--- config.mk ---
export PLATFORM = sky130hd
export DESIGN_NAME = cpu_fetch_flat
export DESIGN_NICKNAME = d
export VERILOG_FILES = /design/src/rtl/cpu_pkg.sv /design/src/rtl/cpu_fetch_if.sv /design/src/rtl/cpu_fetch_apb_rd_master.sv /design/src/rtl/cpu_fetch.sv /design/src/flat_wrapper.sv
export SDC_FILE = /design/constraint.sdc
export NUM_CORES = 1
export LEC_CHECK = 0
export CAP_MARGIN = 20
export CORE_MARGIN = 2
export CORE_UTILIZATION = 46
export CTS_CLUSTER_SIZE = 12
export DETAILED_ROUTE_END_ITERATION = 7
export PLACE_DENSITY_LB_ADDON = 0.08
export SLEW_MARGIN = 20
export SYNTH_ARGS = -nofsm -noshare
export SYNTH_HDL_FRONTEND = slang
export SYNTH_SLANG_ARGS = --single-unit
--- constraint.sdc ---
create_clock -name clk -period 2.55 [get_ports clk]
set_input_delay 0.3825 -clock clk [delete_from_list [all_inputs] [get_ports clk]]
set_output_delay 0.3825 -clock clk [all_outputs]
set_load 0.03 [all_outputs]
--- src/rtl/cpu_pkg.sv ---
// Shared CPU definitions: fetch FSM states, NOP encoding, opcode enum and
// instruction-register field positions used by the fetch unit and decoder.
package cpu_pkg;

    typedef enum logic [1:0] {
        IDLE   = 2'd0,
        SETUP  = 2'd1,
        ACCESS = 2'd2
    } fetch_state_t;

    // ADD r0,r0,r0 -- architecturally a no-op, substituted for faulted fetches.
    localparam logic [15:0] NOP_INSTR = 16'h0000;

    typedef enum logic [2:0] {
        OP_ADD = 3'd0,
        OP_SUB = 3'd1,
        OP_AND = 3'd2,
        OP_OR  = 3'd3,
        OP_LW  = 3'd4,
        OP_SW  = 3'd5,
        OP_BEQ = 3'd6,
        OP_JMP = 3'd7
    } opcode_t;

    // IR field layout: [15:13] opcode, [12:10] rd, [9:7] rs, [6:4] rt.
    localparam int OPCODE_MSB = 15;
    localparam int OPCODE_LSB = 13;
    localparam int RD_MSB     = 12;
    localparam int RD_LSB     = 10;
    localparam int RS_MSB     = 9;
    localparam int RS_LSB     = 7;
    localparam int RT_MSB     = 6;
    localparam int RT_LSB     = 4;

    function automatic opcode_t ir_opcode(input logic [15:0] ir);
        return opcode_t'(ir[OPCODE_MSB:OPCODE_LSB]);
    endfunction

endpackage

--- src/rtl/cpu_fetch_if.sv ---
// APB bus seen from the instruction side: the fetch unit is the requester
// (master modport), instruction memory is the completer (slave modport).
interface cpu_fetch_if;
    logic        psel;
    logic        penable;
    logic        pwrite;
    logic [15:0] paddr;
    logic [15:0] prdata;
    logic        pready;
    logic        pslverr;

    modport master (
        output psel, penable, pwrite, paddr,
        input  prdata, pready, pslverr
    );

    modport slave (
        input  psel, penable, pwrite, paddr,
        output prdata, pready, pslverr
    );
endinterface

--- src/rtl/cpu_fetch_apb_rd_master.sv ---
// Read-only APB requester: IDLE/SETUP/ACCESS sequencing, paddr capture and,
// when CPU_FETCH_TIMEOUT_EN is defined, an ACCESS-phase wait-state timeout.
// Reports each completed transfer to the owner via done/rdata/err.
module apb_rd_master
    import cpu_pkg::*;
#(
    parameter logic [15:0] RESET_PC = 16'h0000
`ifdef CPU_FETCH_TIMEOUT_EN
    ,
    parameter int TIMEOUT = 16
`endif
) (
    input  logic        clk,
    input  logic        reset,
    input  logic        start,       // begin (or chain) a transfer
    input  logic [15:0] start_addr,  // address for the next SETUP
    output logic        busy,        // a transfer is in SETUP or ACCESS
    output logic        done,        // ACCESS completes this cycle
    output logic [15:0] rdata,
    output logic        err,         // slave error or timeout on completion
    cpu_fetch_if.master bus
);

    fetch_state_t state, state_nxt;
    logic         timeout;

`ifdef CPU_FETCH_TIMEOUT_EN
    localparam int CW = $clog2(TIMEOUT + 1);
    logic [CW-1:0] wait_cnt;

    // Count consecutive not-ready ACCESS cycles; zero outside ACCESS so each
    // transfer starts its budget fresh.
    always_ff @(posedge clk) begin
        if (!reset) begin
            wait_cnt <= '0;
        end else if (state != ACCESS) begin
            wait_cnt <= '0;
        end else if (!bus.pready) begin
            wait_cnt <= wait_cnt + CW'(1);
        end
    end

    assign timeout = (state == ACCESS) && !bus.pready &&
                     (wait_cnt == CW'(TIMEOUT - 1));
`else
    assign timeout = 1'b0;
`endif

    // State register.
    // NOTE: sequential state uses non-blocking (<=) so every flop samples
    // pre-edge values regardless of statement order.
    always_ff @(posedge clk) begin
        if (!reset) begin
            state <= IDLE;
        end else begin
            state <= state_nxt;
        end
    end

    // Next-state and APB control decode.
    // NOTE: every output gets a default first so no path leaves a signal
    // unassigned, which would otherwise infer a latch.
    always_comb begin
        state_nxt   = state;
        bus.psel    = 1'b0;
        bus.penable = 1'b0;
        done        = 1'b0;
        err         = 1'b0;
        unique case (state)
            IDLE: begin
                if (start) state_nxt = SETUP;
            end
            SETUP: begin
                bus.psel  = 1'b1;
                state_nxt = ACCESS;
            end
            ACCESS: begin
                bus.psel    = 1'b1;
                bus.penable = 1'b1;
                if (bus.pready || timeout) begin
                    done      = 1'b1;
                    err       = timeout || bus.pslverr;
                    state_nxt = start ? SETUP : IDLE;
                end
            end
            default: state_nxt = IDLE;
        endcase
    end

    // paddr is captured only when a SETUP is about to begin, so it stays
    // stable across SETUP and every ACCESS wait cycle.
    always_ff @(posedge clk) begin
        if (!reset) begin
            bus.paddr <= RESET_PC;
        end else if (start && ((state == IDLE) || done)) begin
            bus.paddr <= start_addr;
        end
    end

    assign bus.pwrite = 1'b0;
    assign busy       = (state != IDLE);
    assign rdata      = bus.prdata;

endmodule

--- src/rtl/cpu_fetch.sv ---
// Instruction fetch unit: owns PC, the redirect kill flag and IR; uses
// apb_rd_master for bus sequencing. Optional feature macro:
// CPU_FETCH_TIMEOUT_EN (ACCESS wait-state timeout, treated as slave error).
module cpu_fetch
    import cpu_pkg::*;
#(
    parameter logic [15:0] RESET_PC = 16'h0000
`ifdef CPU_FETCH_TIMEOUT_EN
    ,
    parameter int TIMEOUT = 16
`endif
) (
    input  logic        clk,
    input  logic        reset,
    input  logic        stall,
    input  logic        branch_taken,
    input  logic [15:0] branch_target,
    cpu_fetch_if.master bus,
    output logic [15:0] IR,
    output logic        ir_valid,
    output logic [15:0] pc,
    output logic        fetch_err
);

    logic [15:0] fetch_pc;   // address of the next (or in-flight) fetch
    logic [15:0] pc_nxt;
    logic        kill;
    logic        start, busy, done, err, discard, accept;
    logic [15:0] rdata;

    assign start   = !stall;
    // A redirect arriving with completion discards that word just like a
    // redirect arriving earlier in the transfer.
    assign discard = kill || branch_taken;
    assign accept  = done && !discard;

    // Next PC: redirect wins, otherwise advance only on an accepted word.
    always_comb begin
        pc_nxt = fetch_pc;
        if (accept)       pc_nxt = fetch_pc + 16'd1;
        if (branch_taken) pc_nxt = branch_target;
    end

    apb_rd_master #(
        .RESET_PC (RESET_PC)
`ifdef CPU_FETCH_TIMEOUT_EN
        ,
        .TIMEOUT  (TIMEOUT)
`endif
    ) u_apb_rd_master (
        .clk        (clk),
        .reset      (reset),
        .start      (start),
        .start_addr (pc_nxt),
        .busy       (busy),
        .done       (done),
        .rdata      (rdata),
        .err        (err),
        .bus        (bus)
    );

    // PC, kill flag, IR and status updates.
    always_ff @(posedge clk) begin
        if (!reset) begin
            fetch_pc  <= RESET_PC;
            kill      <= 1'b0;
            IR        <= NOP_INSTR;
            ir_valid  <= 1'b0;
            pc        <= RESET_PC;
            fetch_err <= 1'b0;
        end else begin
            fetch_pc <= pc_nxt;
            ir_valid <= accept;
            if (done) begin
                kill <= 1'b0;
            end else if (branch_taken && busy) begin
                kill <= 1'b1;
            end
            if (accept) begin
                IR <= err ? NOP_INSTR : rdata;
                pc <= fetch_pc;
                if (err) fetch_err <= 1'b1;
            end
        end
    end

endmodule

--- src/flat_wrapper.sv ---
// flat-port wrapper written by rule: the top's interface ports become plain ports
module cpu_fetch_flat import cpu_pkg::*;
#(
    parameter logic [15:0] RESET_PC = 16'h0000

)
  (clk, reset, stall, branch_taken, branch_target, IR, ir_valid, pc, fetch_err, bus_psel, bus_penable, bus_pwrite, bus_paddr, bus_prdata, bus_pready, bus_pslverr);
  cpu_fetch_if bus_i ();
  input  logic clk;
  input  logic reset;
  input  logic stall;
  input  logic branch_taken;
  input  logic [15:0] branch_target;
  output logic [15:0] IR;
  output logic ir_valid;
  output logic [15:0] pc;
  output logic fetch_err;
  output wire logic [$bits(bus_i.psel)-1:0] bus_psel;
  output wire logic [$bits(bus_i.penable)-1:0] bus_penable;
  output wire logic [$bits(bus_i.pwrite)-1:0] bus_pwrite;
  output wire logic [$bits(bus_i.paddr)-1:0] bus_paddr;
  input wire logic [$bits(bus_i.prdata)-1:0] bus_prdata;
  input wire logic [$bits(bus_i.pready)-1:0] bus_pready;
  input wire logic [$bits(bus_i.pslverr)-1:0] bus_pslverr;
  assign bus_psel = bus_i.psel;
  assign bus_penable = bus_i.penable;
  assign bus_pwrite = bus_i.pwrite;
  assign bus_paddr = bus_i.paddr;
  assign bus_i.prdata = bus_prdata;
  assign bus_i.pready = bus_pready;
  assign bus_i.pslverr = bus_pslverr;
  cpu_fetch #(.RESET_PC(RESET_PC)) u_core (.clk(clk), .reset(reset), .stall(stall), .branch_taken(branch_taken), .branch_target(branch_target), .bus(bus_i), .IR(IR), .ir_valid(ir_valid), .pc(pc), .fetch_err(fetch_err));
endmodule
==> flow_summary.ini, run 1 <==
[sta]
clock_skew_ps = 10.5
min_period_ps = 2210
max_freq_mhz = 452
slew_violations = 0
post-route-period-util_pct = 86.7
finalSetupViolations = 0
rsz0062_at_grt = no
final.setup.tns_ps = 0
hold_violations = 0

[floorplanning]
die_h_um = 83.0
core_area_um2 = 5990
die_area_um2 = 6900
die_w_um = 83.0
ios = 91
start_util_pct = 48.0
row_count = 28

[setup_path]
crit_arrival_ps = 1830
worstSetupStartpointType = flip-flop
crit_fanout = 7
cp.required_ps = 2170
reg2reg_depth = 7
reg2reg_slack_ps = 390
r2r_start = u_core.u_apb_rd_master.state[0]$_SDFFE_PN0P_
r2r_end = u_core.u_apb_rd_master.bus.paddr[15]$_SDFFE_PN0P_
path_class = reg2out
end_kind = primary output

[yosys]
synth_compound_area_share_pct = 14.8
synth_top_family_by_area = simple AND/OR/NAND/NOR gates
syn_area_um2 = 2870
synth-edff-count = 0
synth_xor_area_share_pct = 4.27
yosysTopAreaCellShare_pct = 48.1
syn_nets = 387
synth_top_area_cell = dfxtp_1
synthArstFlopShare_pct = 0
synth.distinct_cells = 42
ys_ff_latch = 69
seq_area_frac_synth_pct = 48.1
yosys-top-cells-area = dfxtp_1, nand2_1, a21oi_1, nand3b_1, nor2_1
synth-warning-count = 0
synthMuxAreaShare_pct = 2.44
syn_avg_cell_area_um2 = 8.35
syn_inst = 344
yosys_most_used_dff = dfxtp_1
synth_adder_area_share_pct = 2.18
yosys.area_share.simple_pct = 23.8

[power_and_ir_drop]
p_comb_share_pct = 14.4
p_seq_share_pct = 46.1
switching_share_pct = 26.0
pwr-share-clk_pct = 39.4
peakVddDrop_mv = 0.454
power_density_nw_per_um2 = 614
internal_power_mw = 1.87
switching_power_mw = 0.657
p_leak_nw = 1.49

[grt]
met2_usage_pct = 36.1
grt_pass1_wl_um = 12700
antenna_found_initial = 0
grt_use_met3_pct = 5.07
grt_use_met1_pct = 29.6
grt_usage_pct = 22.6
grt_busiest_layer = met2
grt-ovfl-total = 0
grt_max_degree = 40
grt_pass1_vias = 2645

[placement]
dp_hpwl_um = 5240
gp_congestion = 0.848
io_buffer_count = 89

[cells_and_area]
layout-drive-gt1-share_pct = 8.43
diodes = 0
utilization_pct = 68.7
nets = 477
area_growth_pct = 43.2

[detailed_routing]
drt-initial-drc-count = 140
drcViolationCount = 0
ant_nets = 0
vias_per_cell = 5.28
routedWlPerCell_um = 14.7
vias = 2716
wirelength_um = 7570
drt_first_pass_iters = 4

[status]
outcome = finished clean

[hold_path]
hp-start = u_core.IR[5]$_SDFFE_PN0P_
min_path_type = reg2reg
worstHoldEndpoint = u_core.IR[5]$_SDFFE_PN0P_
min_path_cells = 2

[cts]
insertion_delay_ps = 350
ctsResizeCount = 0
htree_levels = 3
cts_tree = built
clkSinkCount = 69
clock_tree.buffer_depth = 2
cts-root-buf = clkbuf_8
numCtsBuffers = 9
clkTransAtPathRegs_ps = 70
ctsHoldBuffers = 0
cts_setup_buffers = 0

[job]
drv_cap = 0
synthesized netlist by cell type (2+ instances only):
cell,count
a211oi_1,6
nand2_1,64
xor2_1,7
clkbuf_1,22
dfxtp_1,69
inv_1,6
nor2_1,27
a31oi_1,4
and3_1,2
nand4_1,4
ha_1,5
xnor2_1,7
a21oi_1,41
nor4_1,5
nand3_1,14
nor3_1,3
mux2i_1,7
o21ai_0,12
nand3b_1,16
final cells by class:
type	instances	area, µm²
well taps	75	93.8
repair buffers	104	1000
multi-input cells	243	1390
clock inverters	6	86.3
inverters	7	26.3
fillers	496	1870
flip-flops and latches	69	1380
clock buffers	10	138
cells by family after synthesis:
| family | Yosys count |
|---|---|
| AND/OR/NAND/NOR | 143 |
| multiplexers | 7 |
| adder cells (fa/ha/maj) | 5 |
| XOR/XNOR | 14 |
| AO/OA/AOI/OAI | 73 |
| buffers and inverters | 32 |
| other | 1 |
| flip-flops | 69 |
routing by layer:
metal  wire, µm  share of wire, %
met4        116               1.5
met5          0                 0
met3        343               4.5
met2       3540                47
met1       3570                47
worst max-delay path, cell delays in order (launching register included):
cell             delay [ps]
dfxtp_1                 330
inv_1                   100
ha_1                    330
clkdlybuf4s50_1         730
sequential cells by signal, indices dropped and copies added (netlist names):
signal / count
u_core.IR: 16
u_core.fetch_err: 1
u_core.fetch_pc: 16
u_core.ir_valid: 1
u_core.kill: 1
u_core.pc: 16
u_core.u_apb_rd_master.bus.paddr: 16
u_core.u_apb_rd_master.state: 2
stage by stage:
stage                     total power [mW]  instances  worst slack, ps  instance area [µm²]  hold slack [ps]
after floorplan                       1.38        344              241                 2870              444
after global placement                1.55        498              252                 3890              438
after detailed placement              1.55        498              212                 3890              443
after CTS                             2.54        514              327                 4120              452
after global routing                  2.62        514              198                 4120              464
final                                 2.53        514              340                 4120              452
power by group through the flow:
stage	registers [mW]	logic [mW]	clock network (mW)
CTS	1.16	0.366	1.01
global placement	1.19	0.361	0
global route	1.17	0.394	1.06
finish	1.16	0.365	0.996
detailed placement	1.19	0.364	0
floorplan	1.23	0.152	0
layout by cell type (no fill, tap or decap), drive strengths merged, types with 7 or more instances in the layout:
cell type      instances
xnor2                  7
nor2                  27
nand3b                16
xor2                   7
clkdlybuf4s50         89
a21oi                 41
nand2                 64
o21ai                 12
mux2i                  7
nand3                 14
clkbuf                10
dfxtp                 69
buf                   15
how the worst max path moves through the flow:
stage / start / end / slack, ps
after floorplan: u_core.u_apb_rd_master.state[0]$_SDFFE_PN0P_ / u_core.u_apb_rd_master.bus.paddr[15]$_SDFFE_PN0P_ / 240
after global placement: branch_taken / u_core.u_apb_rd_master.bus.paddr[15]$_SDFFE_PN0P_ / 250
after detailed placement: branch_taken / u_core.u_apb_rd_master.bus.paddr[15]$_SDFFE_PN0P_ / 210
after CTS: u_core.u_apb_rd_master.state[0]$_SDFFE_PN0P_ / bus_penable / 330
after global routing: u_core.u_apb_rd_master.state[0]$_SDFFE_PN0P_ / u_core.u_apb_rd_master.bus.paddr[14]$_SDFFE_PN0P_ / 200
final: u_core.u_apb_rd_master.state[0]$_SDFFE_PN0P_ / bus_penable / 340
No activity file was read; power rests on OpenSTA's default activity.
==> inputs of run 2 (changes only) <==
Settings changed: CORE_UTILIZATION 46 to 60, DONT_BUFFER_PORTS set to 1.
==> run 2 against run 1 <==
Against the previous run:
- register-to-register slack gained 90 ps
- critical endpoint is now u_core.u_apb_rd_master.bus.paddr[14]$_SDFFE_PN0P_
- non-clock buffer count fell by 98
- die area is 22% lower
- via count fell by 14%
- sequential power increased by 5%
- combinational power down 53%
- largest cell class unchanged
- sequential cell count stayed put
==> flow_summary.ini, run 2 (synthesized netlist as in run 1, its figures left out) <==
[status]
outcome = finished clean

[floorplanning]
die_area_um2 = 5360
die_w_um = 73.2
start_util_pct = 61.7
ios = 91
die_h_um = 73.2
row_count = 25
core_area_um2 = 4660

[power_and_ir_drop]
power_density_nw_per_um2 = 745
p_leak_nw = 1.12
peakVddDrop_mv = 0.401

[cts]
htree_levels = 3
clkSinkCount = 69
clkTransAtPathRegs_ps = 70
ctsResizeCount = 0
numCtsBuffers = 9
clock_tree.buffer_depth = 2
insertion_delay_ps = 340
cts-root-buf = clkbuf_8
ctsHoldBuffers = 0
cts_tree = built
cts_setup_buffers = 0

[sta]
clock_skew_ps = 9.20
worst_slew_pin_slew_ps = 702
fin_ws_ps = 481
slew_violations = 0
hold_violations = 0
maxSlewHeadroom_pct = 53.1
min_period_ps = 2070
post-route-period-util_pct = 81.1
finalSetupViolations = 0
rsz0062_at_grt = no
final.setup.tns_ps = 0
max_freq_mhz = 483

[detailed_routing]
drt-initial-drc-count = 136
vias = 2344
drt_first_pass_iters = 4
ant_nets = 0
routedWlPerCell_um = 16.6
drcViolationCount = 0
wirelength_um = 6580
vias_per_cell = 5.93

[placement]
place_ws_ps = 462
gp_congestion = 0.854
io_buffer_count = 0
dp_hpwl_um = 4370

[setup_path]
critical_path.cell_chain = inv_1, ha_1, nand4bb_2, buf_4, nor4_1, mux2i_1, a211oi_1, a21oi_1
crit_arrival_ps = 2300
path_class = reg2reg
cp.required_ps = 2780
crit_slowest_cell = nor4_1
worstSetupStartpointType = flip-flop
max_stage_delay_ps = 370
crit_fanout = 43
end_kind = flip-flop
cpLargestDelayFamily = simple AND/OR/NAND/NOR gates
critPathBufInv = 2

[hold_path]
min_path_type = in2reg

[grt]
grt_pass1_wl_um = 10400
antenna_found_initial = 0
grt-ovfl-total = 0
grt_max_degree = 44
grt_pass1_vias = 2150
grt_usage_pct = 25.1

[cells_and_area]
layout_common_cells = dfxtp_1, nand2_1, a21oi_1
final_common_cell = dfxtp_1
nets = 379
layout-drive-gt1-share_pct = 7.92
area_growth_pct = 8.53
diodes = 0

[job]
drv_cap = 0
==> run 2: changes by cell type in the layout (fill, tap and decap cells not counted) <==
| cell | change |
|---|---|
| buf_4 | -9 |
| bufinv_16 | -1 |
| clkbuf_8 | +2 |
| clkinv_4 | -1 |
| clkbuf_1 | +1 |
| clkinv_2 | -1 |
| clkdlybuf4s50_1 | -89 |
==> run 2: report_power, final <==
group          switching, mW  total [mW]  internal [mW]
Combinational          0.104       0.173         0.0686
Sequential            0.0967        1.22           1.12
Clock                  0.399       0.929          0.531
Total                  0.600        2.32           1.72
==> run 2: cell type report <==
cell class | instances | area, µm²
Clock buffer | 13 | 169
Clock inverter | 3 | 42.5
Fill cell | 397 | 1540
Inverter | 7 | 26.3
Multi-Input combinational cell | 243 | 1390
Sequential cell | 69 | 1380
Tap cell | 54 | 67.6
Timing Repair Buffer | 6 | 45.0
==> run 2: metal layers <==
metal	track usage (%)	share of wire (%)	up-vias
li1	-	-	1167
met1	34.1	43	1077
met2	37.3	47	91
met3	7.04	9.1	9
met4	11.1	1.4	0
met5	0	0	-
==> run 2: worst paths after layout <==
check	slack, ps	startpoint	cells after the start	to
worst max-delay path	480	u_core.u_apb_rd_master.state[0]$_SDFFE_PN0P_	8	u_core.u_apb_rd_master.bus.paddr[14]$_SDFFE_PN0P_
worst min-delay path	140	bus_pready	1	u_core.kill$_SDFFE_PP0P_
worst max register to register	480	u_core.u_apb_rd_master.state[0]$_SDFFE_PN0P_	8	u_core.u_apb_rd_master.bus.paddr[14]$_SDFFE_PN0P_
worst min register to register	510	u_core.fetch_pc[15]$_SDFF_PN0_	2	u_core.pc[15]$_SDFFE_PN0P_
==> run 2: worst register-to-register path, stage by stage (launching register included) <==
cell	delay, ps
dfxtp_1	330
inv_1	100
ha_1	220
nand4bb_2	130
buf_4	280
nor4_1	380
mux2i_1	120
a211oi_1	290
a21oi_1	110
==> run 2: through the flow <==
step	utilization, %	hold WS (ps)	area [µm²]	power, mW	std cells
6_report	66.9	143	3120	2.32	395
5_1_grt	66.9	133	3120	2.40	395
4_1_cts	66.9	135	3120	2.34	395
3_5_place_dp	62.4	489	2910	1.42	379
3_3_place_gp	62.4	489	2910	1.42	379
2_1_floorplan	-	444	2870	1.38	344
==> RTL change (config.mk and constraints of run 1) <==
Encoding of `fetch_state_t`: now one-hot (3 bits for 3 states).
--- a/src/rtl/cpu_pkg.sv
+++ b/src/rtl/cpu_pkg.sv
@@ -4,6 +4,6 @@
 
-    typedef enum logic [1:0] {
-        IDLE   = 2'd0,
-        SETUP  = 2'd1,
-        ACCESS = 2'd2
+    typedef enum logic [2:0] {
+        IDLE   = 3'b001,
+        SETUP  = 3'b010,
+        ACCESS = 3'b100
     } fetch_state_t;
Behaviour: no difference found for any inputs over 10 cycles, from zero or initial values and one cycle with reset low; not proved beyond that.
==> RTL change against run 1 <==
Synthesized area rose by 2.0%; global-route usage grew 0.60 points; sequential cell count increased by 1; power decreased by 5.8%; hold slack better by 0.0011 ns; critical path depth unchanged; wire length is 2.4% higher; design area grew 0.43%; combinational power is 18% lower; worst setup slack improved by 0.052 ns; critical path type unchanged; largest power group unchanged; highest routed layer unchanged.
==> RTL change: results <==
group,metric,value,unit
status,status,"completed",
power,power_frac_comb,12.5,%
layout,n_antenna_cell,0,
power,peakVddDrop,0.3392,mV
critical_path,regToRegSetupSlack,0.54,ns
clock_tree,postCtsResizedCells,0,
global_routing,grt_pass1_vias,2655,
global_routing,grt_pass1_wl,12.90,mm
placed_design,hpwl,5.489,mm
clock_tree,clk_pin_slew,0.08,ns
clock_tree,clock-root-buffer,"clkbuf_8",
synth,ys_top_cells_by_area,"dfxtp_1 (48%), nand2_1 (8.3%), a21oi_1 (7.7%), nand3b_1 (4.4%), nor2_1 (3.3%)",
clock_tree,clkLatencyLatePin,0.34,ns
layout,final_nets,482,
critical_path,critPathTopFamily,"buffers and inverters",
layout,nFillCells,563,
sta,fin_ws,0.3918,ns
placed_design,pre_cts_ws,0.1456,ns
synth,synth_nets,390,
global_routing,grt_max_degree,34,
layout,drive_above_1_share,7.143,%
routing,drt-pass1-iter-count,4,
min_path,hp-class,"flop to flop",
routing,wl_per_cell,14.77,um
synth,yosys_warnings,0,
clock_tree,clockBufferDepth,2,
routing,initialDrtViolationCount,185,
placed_design,gp_congestion,0.8924,
power,leakage,1.449,nW
critical_path,slowest_delay,0.68,ns
clock_tree,numCtsBuffers,9,
synth,yosysSeqAreaShare,47.82,%
global_routing,antenna_found_initial,0,
critical_path,path_max_fanout,8,
clock_tree,cts_max_level,3,
placed_design,port_buffers,89,
synth,synthTopCellsByCount,"dfxtp_1 (70), nand2_1 (65), a21oi_1 (45), nor2_1 (26), clkbuf_1 (18)",
power,p_int,1.778,mW
global_routing,track_usage,23.22,%
synth,synth_flop_cell,"dfxtp_1",
clock_tree,post-cts-setup-buffers,0,
synth,ys_types,44,
routing,viasPerCell,5.350,
sta,holdWs,0.4527,ns
critical_path,slowest_stage,"clkdlybuf4s50_1",
power,seqPwrFrac,49.3,%
critical_path,cp.arrival,1.78,ns
power,p_sw_share,25.25,%
sta,finClkSkew,0.008612,ns
[RTL change: cell type report]
class | count | area (um2) | area share (%)
clock buffers | 12 | 155.1 | 3.753
clock inverters | 4 | 45.04 | 1.090
inverters | 5 | 18.77 | 0.4540
multi-input cells | 255 | 1429 | 34.56
flip-flops and latches | 70 | 1401 | 33.90
well taps | 77 | 96.34 | 2.331
repair buffers | 102 | 988.4 | 23.91
[RTL change: final timing paths]
check                                                from                                                 to  depth (start not counted)
min reg2reg                     u_core.IR[7]$_SDFFE_PN0P_                          u_core.IR[7]$_SDFFE_PN0P_                          2
max          u_core.u_apb_rd_master.state[1]$_SDFFE_PN0P_                                           bus_psel                          3
max reg2reg                 u_core.fetch_pc[0]$_SDFF_PN0_  u_core.u_apb_rd_master.bus.paddr[10]$_SDFFE_PN0P_                          6
min                             u_core.IR[7]$_SDFFE_PN0P_                          u_core.IR[7]$_SDFFE_PN0P_                          2
[RTL change: kinds of logic (layout without fill, tap and decap cells)]
family	after synthesis	after routing	synth area share, %
other	1	1	0.1280
flip-flops	70	70	47.82
XOR/XNOR	11	11	3.288
AND/OR/NAND/NOR	151	151	25.92
multiplexers	7	7	2.391
buffers and inverters	26	123	3.501
AO/OA/AOI/OAI	84	84	16.52
adder cells (fa/ha/maj)	1	1	0.4269
[RTL change: metal layers]
layer | vias up | GRT usage, % | share of wire, %
li1 | 1403 | - | -
met1 | 1321 | 30.74 | 47
met2 | 76 | 36.29 | 47
met3 | 9 | 6.429 | 4.7
met4 | 0 | 8.504 | 1.4
met5 | - | 0 | 0
[RTL change: through the flow]
stage / cells / util, % / area, um2
detailed placement: 509 / 63.03 / 3934
floorplan: 351 / - / 2930
global placement: 509 / 63.03 / 3934
global route: 525 / 66.24 / 4134
finish: 525 / 66.24 / 4134
CTS: 525 / 66.24 / 4134
